File: src/rtl/hid_pkg.sv
// hid_pkg -- shared constants for the MCU-facing HID endpoint.
//   CMD_*        command byte values carried by a start strobe
//   HID_VERSION  value returned by the status command, byte 0
//   MOUSE_RESET  mouse output after reset: button released, both phases 00
package hid_pkg;

  localparam logic [7:0] CMD_STATUS  = 8'd0;
  localparam logic [7:0] CMD_KEY     = 8'd1;
  localparam logic [7:0] CMD_MOUSE   = 8'd2;
  localparam logic [7:0] CMD_JOY     = 8'd3;
  localparam logic [7:0] CMD_DB9     = 8'd4;
  localparam logic [7:0] CMD_MPERIOD = 8'd5;

  localparam logic [7:0] HID_VERSION = 8'h02;
  localparam logic [4:0] MOUSE_RESET = 5'b10000;

endpackage

File: src/rtl/hid_multi_if.sv
// hid_multi_if -- MCU byte stream plus keyboard valid/ready stream.
//   data_in_strobe/data_in_start/data_in : byte from the MCU SPI engine
//   data_out                             : reply byte back to the MCU
//   kbd_valid/kbd_ready/kbd_data         : keyboard FIFO head to the machine core
// Modport master is the MCU/core side, slave is the HID endpoint.
interface hid_multi_if;

  logic       data_in_strobe;
  logic       data_in_start;
  logic [7:0] data_in;
  logic [7:0] data_out;
  logic       kbd_valid;
  logic       kbd_ready;
  logic [7:0] kbd_data;

  modport master (
    output data_in_strobe, data_in_start, data_in, kbd_ready,
    input  data_out, kbd_valid, kbd_data
  );

  modport slave (
    input  data_in_strobe, data_in_start, data_in, kbd_ready,
    output data_out, kbd_valid, kbd_data
  );

endinterface

File: src/rtl/hid_fifo.sv
// hid_fifo -- small synchronous FIFO (power-of-two depth).
//   clk, rst_n          clock, asynchronous active-low reset
//   push_i, wdata_i     write request and data (ignored when full unless popping)
//   pop_i, rdata_o      read request and head data (ignored when empty)
//   full_o, empty_o     status flags
//   count_o             number of stored entries
module hid_fifo #(
  parameter int DEPTH = 8,
  parameter int W     = 8
) (
  input  logic                     clk,
  input  logic                     rst_n,
  input  logic                     push_i,
  input  logic                     pop_i,
  input  logic [W-1:0]             wdata_i,
  output logic [W-1:0]             rdata_o,
  output logic                     full_o,
  output logic                     empty_o,
  output logic [$clog2(DEPTH):0]   count_o
);

  localparam int AW = $clog2(DEPTH);

  logic [W-1:0]  mem_q [DEPTH];
  logic [AW-1:0] wr_q, rd_q;
  logic [AW:0]   cnt_q;
  logic          do_push, do_pop;

  assign empty_o = (cnt_q == '0);
  assign full_o  = (cnt_q == (AW+1)'(DEPTH));
  assign count_o = cnt_q;
  assign rdata_o = mem_q[rd_q];

  // A pop frees the slot in the same cycle, so a full FIFO may accept a push alongside it.
  assign do_pop  = pop_i && !empty_o;
  assign do_push = push_i && (!full_o || do_pop);

  always_ff @(posedge clk or negedge rst_n) begin
    if (!rst_n) begin
      wr_q  <= '0;
      rd_q  <= '0;
      cnt_q <= '0;
    end else begin
      if (do_push) wr_q <= wr_q + AW'(1);
      if (do_pop)  rd_q <= rd_q + AW'(1);
      case ({do_push, do_pop})
        2'b10:   cnt_q <= cnt_q + (AW+1)'(1);
        2'b01:   cnt_q <= cnt_q - (AW+1)'(1);
        default: cnt_q <= cnt_q;
      endcase
    end
  end

  // Storage carries no reset; the head is only meaningful while not empty.
  always_ff @(posedge clk) begin
    if (do_push) mem_q[wr_q] <= wdata_i;
  end

endmodule

File: src/rtl/hid_multi.sv
// hid_multi -- MCU-facing HID endpoint.
//   clk, reset_n   clock, asynchronous active-low reset
//   bus            hid_multi_if.slave: MCU byte stream in, reply byte out,
//                  keyboard FIFO head out with valid/ready
//   db9_port       asynchronous local joystick lines
//   irq, iack      level interrupt to the MCU and its acknowledge pulse
//   mouse          {~button, x phase[1:0], y phase[1:0]} quadrature
//   joystick       NUM_JOY registers, register n at [n*JOY_W +: JOY_W]
module hid_multi
  import hid_pkg::*;
#(
  parameter int NUM_JOY      = 2,
  parameter int JOY_W        = 8,
  parameter int KBD_DEPTH    = 8,
  parameter int MCNT_W       = 10,
  parameter int MDIV_DEFAULT = 8191
) (
  input  logic                     clk,
  input  logic                     reset_n,
  hid_multi_if.slave               bus,
  input  logic [5:0]               db9_port,
  output logic                     irq,
  input  logic                     iack,
  output logic [4:0]               mouse,
  output logic [NUM_JOY*JOY_W-1:0] joystick
);

  localparam int CW = $clog2(KBD_DEPTH) + 1;
  localparam int SW = MCNT_W + 2;  // headroom for acc + byte - step before saturation
  localparam logic signed [SW-1:0] ACC_MAX = SW'((1 << (MCNT_W-1)) - 1);
  localparam logic signed [SW-1:0] ACC_MIN = -ACC_MAX;

  function automatic logic signed [MCNT_W-1:0] sat_acc(input logic signed [SW-1:0] v);
    if (v > ACC_MAX) return ACC_MAX[MCNT_W-1:0];
    if (v < ACC_MIN) return ACC_MIN[MCNT_W-1:0];
    return v[MCNT_W-1:0];
  endfunction

  // up: 00->01->11->10 ; down: the reverse walk
  function automatic logic [1:0] gray_step(input logic [1:0] g, input logic up);
    return up ? {g[0], ~g[1]} : {~g[0], g[1]};
  endfunction

  // Protocol state
  logic [7:0] cmd_q, data_out_q, reply_d, dev_q, hi_q;
  logic [3:0] idx_q;
  logic       act_q, ovf_q;

  // Keyboard FIFO
  logic          kbd_push, kbd_pop, kbd_full, kbd_empty;
  logic [7:0]    kbd_head;
  logic [CW-1:0] kbd_cnt;
  logic [3:0]    cnt4;

  // Mouse
  logic                     btn_q, tick;
  logic [1:0]               xq_q, yq_q;
  logic signed [MCNT_W-1:0] xacc_q, yacc_q;
  logic signed [SW-1:0]     din_s, x_add, y_add, x_stp, y_stp, x_sum, y_sum;
  logic [15:0]              period_q, div_q, period_eff;
  logic                     x_move, y_move;

  // Joystick and DB9
  logic [NUM_JOY*JOY_W-1:0] joy_q;
  logic [5:0]               db9_s1_q, db9_s2_q, db9_d_q;
  logic                     db9_chg, irq_en_q, irq_q;

  // Decoded byte strobes; non-start bytes count only inside a started transfer.
  logic byte_stb, stb_key0, stb_st2, stb_m0, stb_m1, stb_m2;
  logic stb_j0, stb_j1, stb_d0, stb_p0, stb_p1;

  assign byte_stb = bus.data_in_strobe && !bus.data_in_start && act_q;
  assign stb_st2  = byte_stb && cmd_q == CMD_STATUS  && idx_q == 4'd2;
  assign stb_key0 = byte_stb && cmd_q == CMD_KEY     && idx_q == 4'd0;
  assign stb_m0   = byte_stb && cmd_q == CMD_MOUSE   && idx_q == 4'd0;
  assign stb_m1   = byte_stb && cmd_q == CMD_MOUSE   && idx_q == 4'd1;
  assign stb_m2   = byte_stb && cmd_q == CMD_MOUSE   && idx_q == 4'd2;
  assign stb_j0   = byte_stb && cmd_q == CMD_JOY     && idx_q == 4'd0;
  assign stb_j1   = byte_stb && cmd_q == CMD_JOY     && idx_q == 4'd1;
  assign stb_d0   = byte_stb && cmd_q == CMD_DB9     && idx_q == 4'd0;
  assign stb_p0   = byte_stb && cmd_q == CMD_MPERIOD && idx_q == 4'd0;
  assign stb_p1   = byte_stb && cmd_q == CMD_MPERIOD && idx_q == 4'd1;

  hid_fifo #(.DEPTH(KBD_DEPTH), .W(8)) u_kbd_fifo (
    .clk     (clk),
    .rst_n   (reset_n),
    .push_i  (kbd_push),
    .pop_i   (kbd_pop),
    .wdata_i (bus.data_in),
    .rdata_o (kbd_head),
    .full_o  (kbd_full),
    .empty_o (kbd_empty),
    .count_o (kbd_cnt)
  );

  assign kbd_push      = stb_key0;
  assign kbd_pop       = !kbd_empty && bus.kbd_ready;
  assign bus.kbd_valid = !kbd_empty;
  assign bus.kbd_data  = kbd_empty ? 8'h00 : kbd_head;
  assign bus.data_out  = data_out_q;
  assign cnt4          = 4'(kbd_cnt);

  always_comb begin
    reply_d = data_out_q;
    if (byte_stb) begin
      case (cmd_q)
        CMD_STATUS: begin
          case (idx_q)
            4'd0:    reply_d = HID_VERSION;
            4'd1:    reply_d = 8'(NUM_JOY);
            4'd2:    reply_d = {ovf_q, 3'b000, cnt4};
            default: reply_d = 8'h00;
          endcase
        end
        CMD_DB9:                                   reply_d = {2'b00, db9_s2_q};
        CMD_KEY, CMD_MOUSE, CMD_JOY, CMD_MPERIOD:  reply_d = 8'h00;
        default:                                   reply_d = data_out_q;
      endcase
    end
  end

  always_ff @(posedge clk or negedge reset_n) begin
    if (!reset_n) begin
      cmd_q      <= '0;
      idx_q      <= '0;
      act_q      <= 1'b0;
      data_out_q <= '0;
      ovf_q      <= 1'b0;
    end else begin
      if (bus.data_in_strobe && bus.data_in_start) begin
        cmd_q <= bus.data_in;
        idx_q <= '0;
        act_q <= 1'b1;
      end else if (byte_stb && idx_q != 4'd15) begin
        idx_q <= idx_q + 4'd1;
      end
      data_out_q <= reply_d;
      if (kbd_push && kbd_full && !kbd_pop) ovf_q <= 1'b1;
      else if (stb_st2)                     ovf_q <= 1'b0;
    end
  end

  // Mouse: free-running divider and accumulator stepping toward zero
  assign period_eff = (period_q == 16'd0) ? 16'd1 : period_q;
  assign tick       = div_q >= period_eff - 16'd1;
  assign din_s      = SW'($signed(bus.data_in));
  assign x_add      = stb_m1 ? din_s : '0;
  assign y_add      = stb_m2 ? din_s : '0;
  assign x_move     = tick && xacc_q != '0;
  assign y_move     = tick && yacc_q != '0;
  assign x_stp      = !x_move ? '0 : (xacc_q[MCNT_W-1] ? '1 : SW'(1));
  assign y_stp      = !y_move ? '0 : (yacc_q[MCNT_W-1] ? '1 : SW'(1));
  assign x_sum      = SW'(xacc_q) + x_add - x_stp;
  assign y_sum      = SW'(yacc_q) + y_add - y_stp;
  assign mouse      = {~btn_q, xq_q, yq_q};

  always_ff @(posedge clk or negedge reset_n) begin
    if (!reset_n) begin
      btn_q    <= ~MOUSE_RESET[4];
      xq_q     <= MOUSE_RESET[3:2];
      yq_q     <= MOUSE_RESET[1:0];
      xacc_q   <= '0;
      yacc_q   <= '0;
      div_q    <= '0;
      hi_q     <= '0;
      period_q <= 16'(MDIV_DEFAULT);
    end else begin
      div_q  <= tick ? 16'd0 : div_q + 16'd1;
      xacc_q <= sat_acc(x_sum);
      yacc_q <= sat_acc(y_sum);
      // y walks the opposite Gray direction from x for the same sign
      if (x_move) xq_q <= gray_step(xq_q, !xacc_q[MCNT_W-1]);
      if (y_move) yq_q <= gray_step(yq_q, yacc_q[MCNT_W-1]);
      if (stb_m0) btn_q    <= bus.data_in[0];
      if (stb_p0) hi_q     <= bus.data_in;
      if (stb_p1) period_q <= {hi_q, bus.data_in};
    end
  end

  // Joystick registers; out-of-range device numbers fall through the loop untouched
  assign joystick = joy_q;

  always_ff @(posedge clk or negedge reset_n) begin
    if (!reset_n) begin
      dev_q <= '0;
      joy_q <= '0;
    end else begin
      if (stb_j0) dev_q <= bus.data_in;
      if (stb_j1) begin
        for (int n = 0; n < NUM_JOY; n++) begin
          if (dev_q == 8'(n)) joy_q[n*JOY_W +: JOY_W] <= bus.data_in[JOY_W-1:0];
        end
      end
    end
  end

  // DB9 change interrupt: two-flop synchroniser plus one compare stage
  assign db9_chg = db9_s2_q != db9_d_q;
  assign irq     = irq_q;

  always_ff @(posedge clk or negedge reset_n) begin
    if (!reset_n) begin
      db9_s1_q <= '0;
      db9_s2_q <= '0;
      db9_d_q  <= '0;
      irq_en_q <= 1'b0;
      irq_q    <= 1'b0;
    end else begin
      db9_s1_q <= db9_port;
      db9_s2_q <= db9_s1_q;
      db9_d_q  <= db9_s2_q;
      // A change consumes the arm and wins over a same-cycle acknowledge
      if (irq_en_q && db9_chg) begin
        irq_q    <= 1'b1;
        irq_en_q <= 1'b0;
      end else begin
        if (stb_d0) irq_en_q <= 1'b1;
        if (iack)   irq_q    <= 1'b0;
      end
    end
  end

endmodule

File: src/flat_wrapper.sv
// flat-port wrapper written by rule: the top's interface ports become plain ports
module hid_multi_flat import hid_pkg::*;
#(
  parameter int NUM_JOY      = 2,
  parameter int JOY_W        = 8,
  parameter int KBD_DEPTH    = 8,
  parameter int MCNT_W       = 10,
  parameter int MDIV_DEFAULT = 8191
)
  (clk, reset_n, db9_port, irq, iack, mouse, joystick, bus_data_in_strobe, bus_data_in_start, bus_data_in, bus_kbd_ready, bus_data_out, bus_kbd_valid, bus_kbd_data);
  hid_multi_if bus_i ();
  input  logic clk;
  input  logic reset_n;
  input  logic [5:0] db9_port;
  output logic irq;
  input  logic iack;
  output logic [4:0] mouse;
  output logic [NUM_JOY*JOY_W-1:0] joystick;
  input wire logic [$bits(bus_i.data_in_strobe)-1:0] bus_data_in_strobe;
  input wire logic [$bits(bus_i.data_in_start)-1:0] bus_data_in_start;
  input wire logic [$bits(bus_i.data_in)-1:0] bus_data_in;
  input wire logic [$bits(bus_i.kbd_ready)-1:0] bus_kbd_ready;
  output wire logic [$bits(bus_i.data_out)-1:0] bus_data_out;
  output wire logic [$bits(bus_i.kbd_valid)-1:0] bus_kbd_valid;
  output wire logic [$bits(bus_i.kbd_data)-1:0] bus_kbd_data;
  assign bus_i.data_in_strobe = bus_data_in_strobe;
  assign bus_i.data_in_start = bus_data_in_start;
  assign bus_i.data_in = bus_data_in;
  assign bus_i.kbd_ready = bus_kbd_ready;
  assign bus_data_out = bus_i.data_out;
  assign bus_kbd_valid = bus_i.kbd_valid;
  assign bus_kbd_data = bus_i.kbd_data;
  hid_multi #(.NUM_JOY(NUM_JOY), .JOY_W(JOY_W), .KBD_DEPTH(KBD_DEPTH), .MCNT_W(MCNT_W), .MDIV_DEFAULT(MDIV_DEFAULT)) u_core (.clk(clk), .reset_n(reset_n), .bus(bus_i), .db9_port(db9_port), .irq(irq), .iack(iack), .mouse(mouse), .joystick(joystick));
endmodule
File: config.mk
export PLATFORM = sky130hd
export DESIGN_NAME = hid_multi_flat
export DESIGN_NICKNAME = d
export VERILOG_FILES = /design/src/rtl/hid_pkg.sv /design/src/rtl/hid_multi_if.sv /design/src/rtl/hid_fifo.sv /design/src/rtl/hid_multi.sv /design/src/flat_wrapper.sv
export SDC_FILE = /design/constraint.sdc
export NUM_CORES = 1
export LEC_CHECK = 0
export CAP_MARGIN = 10
export CORE_UTILIZATION = 67
export CTS_BUF_LIST = sky130_fd_sc_hd__clkbuf_8
export DETAILED_ROUTE_END_ITERATION = 7
export PLACE_DENSITY = 0.95
export SLEW_MARGIN = 5
export SYNTH_ARGS = -nofsm -noshare
export SYNTH_HDL_FRONTEND = slang
export SYNTH_SLANG_ARGS = --single-unit
File: constraint.sdc
create_clock -name clk -period 13.2 [get_ports clk]
set_input_delay 2.64 -clock clk [delete_from_list [all_inputs] [get_ports clk]]
set_output_delay 2.64 -clock clk [all_outputs]
set_load 0.01 [all_outputs]
==> flow_metrics.env, run 1 <==
export IMPL_overflow=0
export IMPL_clkLatencyLatePin_ns=0.53
export IMPL_grt_max_degree=73
export IMPL_rsz0062_at_grt="false"
export IMPL_drc_errors=0
export IMPL_ys_top_cells_by_area="dfrtp_1, edfxtp_1, mux2_2, ha_1, fa_1"
export IMPL_routabilityCongestion=0.927
export IMPL_r2r_cells=28
export IMPL_synth_nets=987
export IMPL_cpMaxStageDelayCell="a22oi_1"
export IMPL_grtUsageTotal_pct=30.9
export IMPL_ys_types=80
export IMPL_path_clk_slew_ns=0.06
export IMPL_critPathRequiredTime_ns=13.63
export IMPL_slew_headroom_pct=28.2
export IMPL_drt_iter0_drc=523
export IMPL_avgSynthCellArea_um2=11.9
export IMPL_htreeDepth=2
export IMPL_cts_resized=0
export IMPL_n_antenna_cell=0
export IMPL_synthArstFlopShare_pct=68.6
export IMPL_whs_path_depth=0
export IMPL_hpwl_um=15800
export IMPL_drv_slew=0
export IMPL_fin_skew_ns=0.0218
export IMPL_ys_seq_area_share_pct=51.0
export IMPL_synth_cells=896
export IMPL_die_w_um=128
export IMPL_synthXorXnorAreaFrac_pct=4.60
export IMPL_wl_per_cell_um=19.3
export IMPL_hp_start="u_core.db9_s1_q[5]$_DFF_PN0_"
export IMPL_worst_slew_pin_slew_ns=1.08
export IMPL_r2r_slack_ns=5.66
export IMPL_yosys_area_top_type="dfrtp_1"
export IMPL_die_y_um=128
export IMPL_grt_pass1_vias=7745
export IMPL_min_delay_path_class="reg2reg"
export IMPL_drive_above_1_share_pct=16.3
export IMPL_cts_tree="done"
export IMPL_drt_wl_total_um=23400
export IMPL_drv_cap=0
export IMPL_clock_sinks=204
export IMPL_core_area_um2=15400
export IMPL_fmax_mhz=133
export IMPL_fin_nets=1071
export IMPL_vias=7462
export IMPL_area_growth_synth_to_final_pct=13.5
export IMPL_critical_path_class="reg2reg"
export IMPL_regToRegEndpoint="u_core.xacc_q[3]$_DFF_PN0_"
export IMPL_setup_tns_final_ns=0
export IMPL_nFillCells=838
export IMPL_postRouteAntennaNets=0
export IMPL_ios=59
export IMPL_finalCriticalPeriod_ns=7.54
export IMPL_synth_top_family_by_area="simple AND/OR/NAND/NOR gates"
export IMPL_netlist_area_leader_share_pct=29.8
export IMPL_final_common_cell="dfrtp_1"
export IMPL_synth_edff_count=64
export IMPL_cp_arrival_ns=7.97
export IMPL_cts_buffers=34
export IMPL_die_area_um2=16400
export IMPL_cts_root_buf="clkbuf_8"
export IMPL_viasPerCell=6.14
export IMPL_grt_pass1_wl_um=38800
export IMPL_hold_buffers=0
export IMPL_cp_end_kind="register"
export IMPL_port_buffer_count=57
export IMPL_synth_area_mux_share_pct=10.7
export IMPL_antenna_found_initial=0
export IMPL_synth_adder_area_share_pct=9.81
export IMPL_initial_utilization_pct=69.4
export IMPL_placementRows=45
export IMPL_holdPathEnd="u_core.db9_s2_q[5]$_DFF_PN0_"
export IMPL_synth_area_um2=10700
export IMPL_setup_viol=0
export IMPL_hold_viol=0
export IMPL_yosys_area_share_simple_pct=11.4
export IMPL_layout_common_cells="dfrtp_1, inv_1, nor2_1, edfxtp_1, mux2_2"
export IMPL_r2r_start="u_core.period_q[5]$_DFFE_PN1P_"
export IMPL_post_cts_buffers=0
export IMPL_yosys_register_bits=204
export IMPL_synth_main_ff_cell="dfrtp_1"
export IMPL_period_share_pct=57.1
export IMPL_status="complete, no violations"
export IMPL_slowest_delay_ns=0.79
export IMPL_synth_compound_area_share_pct=8.89
export IMPL_first_pass_iters=6
export IMPL_ys_warn_count=0
export IMPL_cp_start_kind="register"
export IMPL_cp_max_fo=20
export IMPL_cts_buffer_depth=3
worst max path at each step:
stage | startpoint | to | slack [ns] | depth (start not counted)
floorplan | bus_data_in_strobe | u_core.xacc_q[1]$_DFF_PN0_ | 6.87 | 15
global placement | bus_data_in_strobe | u_core.yacc_q[1]$_DFF_PN0_ | 5.91 | 15
detailed placement | bus_data_in_strobe | u_core.yacc_q[1]$_DFF_PN0_ | 5.74 | 15
CTS | u_core.period_q[5]$_DFFE_PN1P_ | u_core.xacc_q[3]$_DFF_PN0_ | 5.70 | 28
global route | u_core.period_q[5]$_DFFE_PN1P_ | u_core.xacc_q[3]$_DFF_PN0_ | 5.01 | 27
finish | u_core.period_q[5]$_DFFE_PN1P_ | u_core.xacc_q[3]$_DFF_PN0_ | 5.66 | 28
state kept, by name, indices dropped and copies added, names as in the netlist, 4 cells and up:
name / cells
u_core.idx_q: 4
u_core.joystick: 16
u_core.div_q: 16
u_core.db9_s1_q: 6
u_core.bus.data_out: 7
u_core.hi_q: 8
u_core.u_kbd_fifo.count_o: 4
u_core.period_q: 16
u_core.dev_q: 8
u_core.u_kbd_fifo.mem_q: 64
u_core.db9_s2_q: 6
u_core.yacc_q: 10
u_core.cmd_q: 8
u_core.xacc_q: 10
u_core.db9_d_q: 6
critical path, delay by kind of cell, from the launching register on:
kind / cells / cell delay [ns]
AOI/OAI and AO/OA: 11 / 3.12
adders and majority gates: 4 / 1.46
buffers and inverters: 3 / 0.52
and+or+nand+nor: 9 / 1.83
xor gates and xnor gates: 1 / 0.13
DFF: 1 / 0.38
synthesized netlist by cell type (4+ instances only):
library cell / count
dfrtp_1: 127
nor2_1: 81
inv_1: 79
edfxtp_1: 64
mux2_2: 61
ha_1: 50
nand2_1: 49
a21oi_1: 46
xor2_1: 30
xnor2_1: 26
o21ai_0: 25
fa_1: 21
nand3_1: 20
nor3_1: 17
mux4_2: 16
dfstp_2: 13
nand2b_1: 11
a21o_1: 9
mux2i_1: 9
nand4_1: 7
and3_1: 6
clkbuf_1: 6
nor4_1: 6
o21a_1: 6
a31oi_1: 5
and2_1: 5
buf_2: 5
o31ai_1: 5
or3_1: 5
a211oi_1: 4
nor2b_1: 4
o211ai_1: 4
kinds of logic after synthesis:
| logic type | Yosys count |
|---|---|
| AND/OR/NAND/NOR | 239 |
| flip-flops | 204 |
| AO/OA/AOI/OAI | 143 |
| buffers and inverters | 96 |
| multiplexers | 86 |
| adder cells (fa/ha/maj) | 71 |
| XOR/XNOR | 56 |
| other | 1 |
metrics by stage:
stage	hold WS, ns	setup slack, ns	instances	utilization, %	instance area [µm²]
global route	0.342	5.01	1216	78.8	12100
floorplan	0.331	6.87	896	-	10700
global placement	0.334	5.91	1155	74.7	11500
finish	0.334	5.66	1216	78.8	12100
detailed placement	0.335	5.74	1155	74.7	11500
CTS	0.342	5.70	1216	78.7	12100
metal layers:
| metal | track usage (%) | vias to the layer above | wire length (µm) |
|---|---|---|---|
| met5 | 0 | - | 0 |
| met4 | 15.6 | 0 | 880 |
| met3 | 5.63 | 84 | 1440 |
| met2 | 52.2 | 308 | 11800 |
| met1 | 38.4 | 3704 | 9330 |
| li1 | - | 3366 | - |
area by class of cell:
cell class                      instances  area, µm²  area share, %
Inverter                               79        297           2.45
Clock buffer                           38        523           4.32
Tap cell                              211        264           2.18
Timing Repair Buffer                   65        632           5.22
Sequential cell                       204       5440           44.9
Clock inverter                         23       98.8          0.816
Multi-Input combinational cell        596       4850           40.1
Power of run 1 is left out: the tool's default activity adds up to more than one toggle a clock period on the data nets, which glitch-free logic cannot reach.
==> run 2, diff against run 1 <==
--- a/config.mk
+++ b/config.mk
@@ -6,10 +6,10 @@
 export NUM_CORES = 1
 export LEC_CHECK = 0
 export CAP_MARGIN = 10
-export CORE_UTILIZATION = 67
+export CORE_UTILIZATION = 56
 export CTS_BUF_LIST = sky130_fd_sc_hd__clkbuf_8
 export DETAILED_ROUTE_END_ITERATION = 7
-export PLACE_DENSITY = 0.95
+export PLACE_DENSITY = 0.88
 export SLEW_MARGIN = 5
 export SYNTH_ARGS = -nofsm -noshare
 export SYNTH_HDL_FRONTEND = slang
==> constraint.sdc (replaced) <==
create_clock -name clk -period 6.1 [get_ports clk]
set_input_delay 1.22 -clock clk [delete_from_list [all_inputs] [get_ports clk]]
set_output_delay 1.22 -clock clk [all_outputs]
set_load 0.01 [all_outputs]
==> run 2 against run 1 <==
Effect of this change: the flow now finishes with violations (setup timing); worst hold slack lost 0.00099 ns; critical path depth fell by 1; first-iteration DRC count up 41%; via count increased by 5.8%; fmax is 21% higher.
==> flow_metrics.env, run 2 (synthesized netlist as in run 1, its figures left out) <==
export IMPL_min_delay_path_class="reg2reg"
export IMPL_crit_family="compound AO/OA/AOI/OAI gates"
export IMPL_htreeDepth=2
export IMPL_die_area_um2=19600
export IMPL_viasPerCell=6.01
export IMPL_grt_pass1_wl_um=40100
export IMPL_cp_num_buf_inv=5
export IMPL_violations="setup timing"
export IMPL_wl_per_cell_um=20.2
export IMPL_grt_max_degree=86
export IMPL_slew_headroom_pct=28.8
export IMPL_layout_common_cells="dfrtp_1, inv_1, nor2_1, buf_4, edfxtp_1"
export IMPL_placementRows=50
export IMPL_largest_register="u_core.u_kbd_fifo.mem_q"
export IMPL_final_common_cell="dfrtp_1"
export IMPL_stdcell_area_um2=13200
export IMPL_drv_slew=0
export IMPL_drt_iter0_drc=738
export IMPL_grt_pass1_vias=7846
export IMPL_area_growth_synth_to_final_pct=23.6
export IMPL_path_clk_slew_ns=0.06
export IMPL_worst_slew_pin_slew_ns=1.07
export IMPL_slowest_delay_ns=0.50
export IMPL_routabilityCongestion=0.908
export IMPL_postRouteAntennaNets=0
export IMPL_critical_path_class="reg2reg"
export IMPL_clkLatencyLatePin_ns=0.54
export IMPL_cts_tree="done"
export IMPL_cts_buffer_depth=3
export IMPL_hold_viol=0
export IMPL_fmax_mhz=160
export IMPL_drc_errors=0
export IMPL_core_area_um2=18700
export IMPL_vias=7892
export IMPL_port_buffer_count=57
export IMPL_first_pass_iters=6
export IMPL_hp_start="u_core.db9_s1_q[5]$_DFF_PN0_"
export IMPL_worst_slack_ns=-0.133
export IMPL_cpMaxStageDelayCell="fa_1"
export IMPL_cts_buffers=34
export IMPL_fin_skew_ns=0.0314
export IMPL_grtUsageTotal_pct=26.2
export IMPL_drv_cap=0
export IMPL_critPathRequiredTime_ns=6.51
export IMPL_cp_arrival_ns=6.65
export IMPL_fin_nets=1147
export IMPL_die_w_um=140
export IMPL_cp_end_kind="register"
export IMPL_crit_start="u_core.period_q[4]$_DFFE_PN1P_"
export IMPL_place_area_um2=11900
export IMPL_status="finished, violations left"
export IMPL_antenna_found_initial=0
export IMPL_drt_wl_total_um=26500
export IMPL_hpwl_um=17000
export IMPL_cp_start_kind="register"
export IMPL_cts_root_buf="clkbuf_8"
export IMPL_r2r_slack_ns=-0.13
export IMPL_largest_reg_flops=64
export IMPL_n_antenna_cell=0
export IMPL_period_share_pct=102
export IMPL_clock_sinks=204
export IMPL_overflow=0
export IMPL_finalCriticalPeriod_ns=6.23
export IMPL_cp_max_fo=5
export IMPL_r2r_start="u_core.period_q[4]$_DFFE_PN1P_"
export IMPL_ios=59
export IMPL_setup_viol=8
export IMPL_drive_above_1_share_pct=28.0
export IMPL_rsz0062_at_grt="true"
export IMPL_die_y_um=140
export IMPL_initial_utilization_pct=57.0
export IMPL_hold_ws_ns=0.333
[run 2: path summary, 6_finish.rpt]
kind,cells past startpoint,to
max in group asynchronous,2,u_core.hi_q[7]$_DFFE_PN0P_
min in group asynchronous,1,u_core.bus.data_out[5]$_DFFE_PN0P_
worst max register to register,27,u_core.yacc_q[0]$_DFF_PN0_
worst min register to register,0,u_core.db9_s2_q[5]$_DFF_PN0_
worst min-delay path,0,u_core.db9_s2_q[5]$_DFF_PN0_
worst max-delay path,27,u_core.yacc_q[0]$_DFF_PN0_
[run 2: through the flow]
| stage | util, % | cells | worst slack (ns) | setup TNS (ns) |
|---|---|---|---|---|
| floorplan | - | 896 | 0.0428 | 0 |
| global placement | 63.4 | 1223 | -0.178 | -0.835 |
| detailed placement | 63.4 | 1223 | -0.459 | -4.66 |
| CTS | 67.3 | 1287 | 0.0279 | 0 |
| global route | 70.5 | 1314 | -0.357 | -3.83 |
| finish | 70.5 | 1314 | -0.133 | -0.379 |
[run 2: final cells by class]
cell class / count / area, µm²
Timing Repair Buffer: 140 / 1210
Multi-Input combinational cell: 597 / 5310
Clock buffer: 37 / 509
Tap cell: 234 / 293
Inverter: 79 / 300
Clock inverter: 23 / 116
Fill cell: 1184 / 5520
Sequential cell: 204 / 5440
[run 2: routing by layer]
layer	vias up	global-route usage, %	share of wire [%]
met5	-	0	0
met4	0	9.37	3.7
met3	101	5.03	7.3
met2	384	45.1	51
met1	3881	33.1	38
li1	3526	-	-
[run 2: repair_timing]
action	CTS	global route
endpoints found under the setup margin	19	19
gates cloned	0	1
pin swaps	5	35
setup buffers	4	25
resized for setup	20	72
hold buffers	0	0
Power of run 2 is left out for the same reason.
